### src/rtl/tt_resp_pkg.sv
// Shared opcodes, FSM state encoding and pad constants
// for the host pin-protocol responder.
package tt_resp_pkg;

    localparam logic [1:0] OP_NOP   = 2'b00;
    localparam logic [1:0] OP_WRITE = 2'b01;
    localparam logic [1:0] OP_READ  = 2'b10;
    localparam logic [1:0] OP_INC   = 2'b11;

    typedef enum logic [1:0] {
        ST_IDLE   = 2'd0,
        ST_EXEC   = 2'd1,
        ST_ACK_HI = 2'd2
    } state_t;

    localparam logic [7:0] UIO_OE_MASK = 8'b0000_0110;

endpackage

### src/rtl/tt_req_sync.sv
// Multi-flop synchronizer bringing the asynchronous host req
// into the clk domain.
module tt_req_sync #(
    parameter int SYNC_STAGES = 2
) (
    input  logic clk,
    input  logic rst,
    input  logic req,
    output logic req_s
);

    logic [SYNC_STAGES-1:0] sync_q;
    logic [SYNC_STAGES-1:0] sync_d;

    always_comb begin
        sync_d = {sync_q[SYNC_STAGES-2:0], req};
    end

    always_ff @(posedge clk) begin
        if (rst) begin
            sync_q <= '0;
        end else begin
            sync_q <= sync_d;
        end
    end

    assign req_s = sync_q[SYNC_STAGES-1];

endmodule

### src/rtl/tt_pin_responder.sv
// Device-side responder: executes host command bytes against a
// small register file and answers with a four-phase req/ack.
module tt_pin_responder
    import tt_resp_pkg::*;
#(
    parameter int         SYNC_STAGES = 2,
    parameter int         REG_AW      = 2,
    parameter logic [7:0] DEV_ID      = 8'hA5
) (
    input  logic       clk,
    input  logic       rst,
    input  logic       ena,
    input  logic [7:0] ui_in,
    input  logic [7:0] uio_in,
    output logic [7:0] uo_out,
    output logic [7:0] uio_out,
    output logic [7:0] uio_oe
);

    localparam int NREG = 1 << REG_AW;

    logic req_s;

    state_t              state_q, state_d;
    logic [7:0]          cmd_q, cmd_d;
    logic [7:0]          uo_q, uo_d;
    logic                ack_q, ack_d;
    logic                pend_q, pend_d;
    logic [REG_AW-1:0]   pend_addr_q, pend_addr_d;
    logic [7:0]          regs_q [NREG];
    logic [7:0]          regs_d [NREG];

    logic [1:0]          op;
    logic [REG_AW-1:0]   addr;
    logic                unused_bits;

    tt_req_sync #(
        .SYNC_STAGES(SYNC_STAGES)
    ) u_sync (
        .clk  (clk),
        .rst  (rst),
        .req  (uio_in[0]),
        .req_s(req_s)
    );

    assign op          = cmd_q[7:6];
    assign addr        = cmd_q[REG_AW-1:0];
    assign unused_bits = ^{uio_in[7:1], cmd_q[5:REG_AW]};

    always_comb begin
        state_d     = state_q;
        cmd_d       = cmd_q;
        uo_d        = uo_q;
        ack_d       = ack_q;
        pend_d      = pend_q;
        pend_addr_d = pend_addr_q;
        regs_d      = regs_q;
        // Abort drops the transaction before any register commit.
        if (!ena) begin
            state_d = ST_IDLE;
            ack_d   = 1'b0;
            pend_d  = 1'b0;
        end else begin
            case (state_q)
                ST_IDLE: begin
                    ack_d = 1'b0;
                    if (req_s) begin
                        cmd_d   = ui_in;
                        state_d = ST_EXEC;
                    end
                end
                ST_EXEC: begin
                    ack_d   = 1'b1;
                    state_d = ST_ACK_HI;
                    if (pend_q) begin
                        regs_d[pend_addr_q] = cmd_q;
                        uo_d                = cmd_q;
                        pend_d              = 1'b0;
                    end else begin
                        case (op)
                            OP_NOP: uo_d = DEV_ID;
                            OP_WRITE: begin
                                uo_d        = 8'h00;
                                pend_d      = 1'b1;
                                pend_addr_d = addr;
                            end
                            OP_READ: uo_d = regs_q[addr];
                            default: begin
                                regs_d[addr] = regs_q[addr] + 8'd1;
                                uo_d         = regs_q[addr] + 8'd1;
                            end
                        endcase
                    end
                end
                ST_ACK_HI: begin
                    if (!req_s) begin
                        ack_d   = 1'b0;
                        state_d = ST_IDLE;
                    end
                end
                default: begin
                    ack_d   = 1'b0;
                    state_d = ST_IDLE;
                end
            endcase
        end
    end

    always_ff @(posedge clk) begin
        if (rst) begin
            state_q     <= ST_IDLE;
            cmd_q       <= 8'h00;
            uo_q        <= 8'h00;
            ack_q       <= 1'b0;
            pend_q      <= 1'b0;
            pend_addr_q <= '0;
            for (int i = 0; i < NREG; i++) begin
                regs_q[i] <= 8'h00;
            end
        end else begin
            state_q     <= state_d;
            cmd_q       <= cmd_d;
            uo_q        <= uo_d;
            ack_q       <= ack_d;
            pend_q      <= pend_d;
            pend_addr_q <= pend_addr_d;
            for (int i = 0; i < NREG; i++) begin
                regs_q[i] <= regs_d[i];
            end
        end
    end

    assign uo_out  = uo_q;
    assign uio_out = {5'b0, state_q != ST_IDLE, ack_q, 1'b0};
    assign uio_oe  = UIO_OE_MASK;

endmodule
### config.mk
export PLATFORM = sky130hd
export DESIGN_NAME = tt_pin_responder
export DESIGN_NICKNAME = d
export VERILOG_FILES = /design/src/rtl/tt_resp_pkg.sv /design/src/rtl/tt_req_sync.sv /design/src/rtl/tt_pin_responder.sv
export SDC_FILE = /design/constraint.sdc
export NUM_CORES = 1
export LEC_CHECK = 0
export CORE_MARGIN = 2
export CORE_UTILIZATION = 35
export DETAILED_ROUTE_END_ITERATION = 16
export GPL_TIMING_DRIVEN = 0
export PLACE_DENSITY_LB_ADDON = 0.2
export SLEW_MARGIN = 0
export SYNTH_ARGS = -nofsm -noshare
export SYNTH_HDL_FRONTEND = slang
export SYNTH_HIERARCHICAL = 1
export SYNTH_SLANG_ARGS = --single-unit
### constraint.sdc
create_clock -name clk -period 5.26 [get_ports clk]
set_clock_uncertainty 0.1 [all_clocks]
set_input_delay 1.052 -clock clk [delete_from_list [all_inputs] [get_ports clk]]
set_output_delay 1.052 -clock clk [all_outputs]
set_load 0.05 [all_outputs]
==> run_results.csv <==
group,metric,value,unit
placement,gp_congestion,0.941,
synthesis,post-synth-top-count-cell,"dfxtp_1",
min_path,hold_path_class,"reg2reg",
synthesis,syn-instance-count,352,
routing,drt_pass1_iterations,4,
clock_network,h-tree-depth,2,
routing,routed_wl,8.50,mm
synthesis,synth_common_cells,"dfxtp_1, nor2_1, nand2_1",
clock_network,cts_sinks,56,
power_and_ir_drop,power.density,216,nW/um2
cells_and_area,post-route-cell-area,3500,um2
setup_path,crit_end,"regs_q[23]",
grt,grt_max_degree,19,
synthesis,synth_cell_types,48,
timing,setup_violations,0,
setup_path,required,5390,ps
timing,slew_violations,0,
setup_path,slowest_delay,530,ps
synthesis,synthArstFlopShare,0,%
grt,grt_usage,18.3,%
power_and_ir_drop,p_leak,1.14,nW
cells_and_area,multi_input_area,1700,um2
placement,dpl-instance-area,3410,um2
setup_path,path_depth,8,
routing,vias,2734,
power_and_ir_drop,ir_worst_vdd,0.115,mV
synthesis,synth_area_leaders,"dfxtp_1, a211oi_1, nor2_1",
cells_and_area,nNetsFinal,412,
floorplan,core-area,8300,um2
setup_path,crit_family,"buffers and inverters",
routing,avgRoutedWirePerCell,17.1,um
clock_network,clockBufferDepth,2,
clock_network,clk_root_buffer_cell,"clkbuf_8",
floorplan,ioPinCount,43,
placement,portBuffers,21,
setup_path,reg2reg_slack,2680,ps
timing,rsz0062_at_grt,"no",
timing,slew_headroom,50.9,%
clock_network,cts_tree,"yes",
timing,hold_viol,0,
timing,setup_ws,2050,ps
grt,grt_pass1_wl,13.8,mm
timing,finalSetupTns,0,ps
grt,antenna_found_initial,0,
clock_network,cts_setup_buffers,0,
timing,tightest_slew,730,ps
placement,pre_cts_ws,1770,ps
setup_path,critPathArrivalTime,3340,ps
cells_and_area,drive_gt1_share,12.7,%
clock_network,cts_resized,0,
outcome,status,"finished clean",
synthesis,ys_ff_latch,56,
setup_path,crit_type,"in2reg",
floorplan,start_util,36.4,%
synthesis,ys.flop_type,"dfxtp_1",
setup_path,critPathSlowestCell,"clkdlybuf4s50_1",
cells_and_area,fillers,838,
clock_network,clock_latency,330,ps
synthesis,synth_top_area_cell,"dfxtp_1",
routing,drc,0,
cells_and_area,area_delta_synth_final,15.8,%
timing,finalCriticalPeriod,3210,ps
setup_path,timing.rr.start,"cmd_q[0]",
synthesis,synth_area,3020,um2
setup_path,reg2reg_to,"regs_q[4]",
clock_network,postCtsHoldBufs,0,
cells_and_area,seqCellArea,1120,um2
run,max_cap_violations,0,
clock_network,numCtsBuffers,5,
clock_network,cts.clk_slew.worst_paths,110,ps
setup_path,cp-startpoint,"ena",
floorplan,die_w,96.9,um
timing,timing.fmax,312,MHz
setup_path,path_max_fanout,10,
setup_path,critical_path_buf_inv_count,3,
routing,drt-initial-drc-count,218,
cells_and_area,n_antenna_cell,0,
grt,grt_overflow_total,0,
routing,routed_via_density,5.49,
setup_path,reg2reg_depth,7,
synthesis,synth_warnings,6,
floorplan,die_h,96.9,um
synthesis,synth_seq_area_share,37.1,%
setup_path,end_kind,"register",
timing,period_share,61.0,%
synthesis,synth_edf_count,0,
synthesis,synth_top_area_share,37.1,%
floorplan,dieArea,9390,um2
synthesis,avgSynthCellArea,8.58,um2
timing,whs,357,ps
grt,grt_pass1_vias,2568,
placement,dpl.hpwl,6.31,mm
setup_path,startpoint_type,"primary input",
setup_path,crit_chain,"clkdlybuf4s50_1, and3b_1, clkbuf_1, nand2b_1, a21oi_1, buf_2, o22ai_1, a211oi_1",
floorplan,fp-row-count,33,
routing,ant_nets,0,
area by class of cell:
cell class                      count  share of cell area (%)
Inverter                            2                   0.215
Buffer                             43                    6.90
Clock buffer                        5                    1.97
Timing Repair Buffer               21                    6.01
Multi-Input combinational cell    263                    48.5
Sequential cell                    56                    32.0
Clock inverter                      3                   0.644
Tap cell                          105                    3.76
routing by layer:
layer | track usage, % | vias up | part of all wire, % | routed length [um]
met5 | 0 | - | 0 | 0
met4 | 7.15 | 0 | 2.5 | 216
met3 | 3.68 | 19 | 5.8 | 489
met2 | 27.6 | 98 | 44 | 3720
met1 | 25.6 | 1279 | 48 | 4070
li1 | - | 1338 | - | -
worst reg2reg max path, stage by stage, from the launching register on:
cell and delay [ps]:
dfxtp_1 420, buf_6 200, mux4_2 630, ha_1 320, nand3_1 200, xnor2_1 230, a22oi_1 160, a211oi_1 240
where the power goes:
part	switching, mW	leakage (nW)	total [mW]	internal [mW]
Combinational	0.0477	0.640	0.0715	0.0238
Sequential	0.00182	0.452	0.429	0.427
Clock	0.160	0.0485	0.256	0.0961
state kept, by name, indices dropped and copies added, names as in the netlist:
register and flops:
cmd_q 8, u_sync/sync_q 2, state_q 2, uo_out 8, ack_q 1, regs_q 32
pend_q 1, pend_addr_q 2
layout by cell type, fill, tap and decap left out, drive strengths merged, types with 3 or more instances in the layout:
master	instances
nand3b	7
clkdlybuf4s50	21
and2	4
nand3	11
inv	3
mux2i	3
nand2	29
conb	14
nand2b	11
nor2b	9
o22ai	12
a211oi	31
o21ai	7
a22oi	8
a311oi	4
dfxtp	56
clkbuf	22
nor3	8
nor2	45
a32oi	4
xnor2	7
buf	26
mux4	8
a21oi	19
per-stage QoR:
stage          cells  power [mW]  util, %
6_report         498       0.756     42.2
5_1_grt          498       0.780     42.2
4_1_cts          498       0.758     42.2
3_5_place_dp     490       0.509     41.1
3_3_place_gp     490       0.509     41.1
2_1_floorplan    364       0.490        -
worst min path at each step:
stage,endpoint,startpoint,cells after the start
6_report,u_sync/sync_q[1],u_sync/sync_q[0],1
5_1_grt,u_sync/sync_q[1],u_sync/sync_q[0],1
4_1_cts,u_sync/sync_q[1],u_sync/sync_q[0],1
3_5_place_dp,u_sync/sync_q[1],u_sync/sync_q[0],1
3_3_place_gp,u_sync/sync_q[1],u_sync/sync_q[0],1
2_1_floorplan,u_sync/sync_q[1],u_sync/sync_q[0],1
cells by family (layout without fill, tap and decap cells):
| family | after synthesis | count (layout) | share of synthesized area (%) |
|---|---|---|---|
| muxes | 11 | 11 | 7.33 |
| adders and majority gates | 1 | 1 | 0.414 |
| buffers and inverters | 45 | 74 | 8.24 |
| and+or+nand+nor | 134 | 134 | 21.8 |
| xor gates and xnor gates | 7 | 7 | 2.03 |
| AOI/OAI and AO/OA | 96 | 96 | 22.8 |
| other | 2 | 14 | 0.249 |
| DFF | 56 | 56 | 37.1 |
No activity file was read; power rests on OpenSTA's default activity.
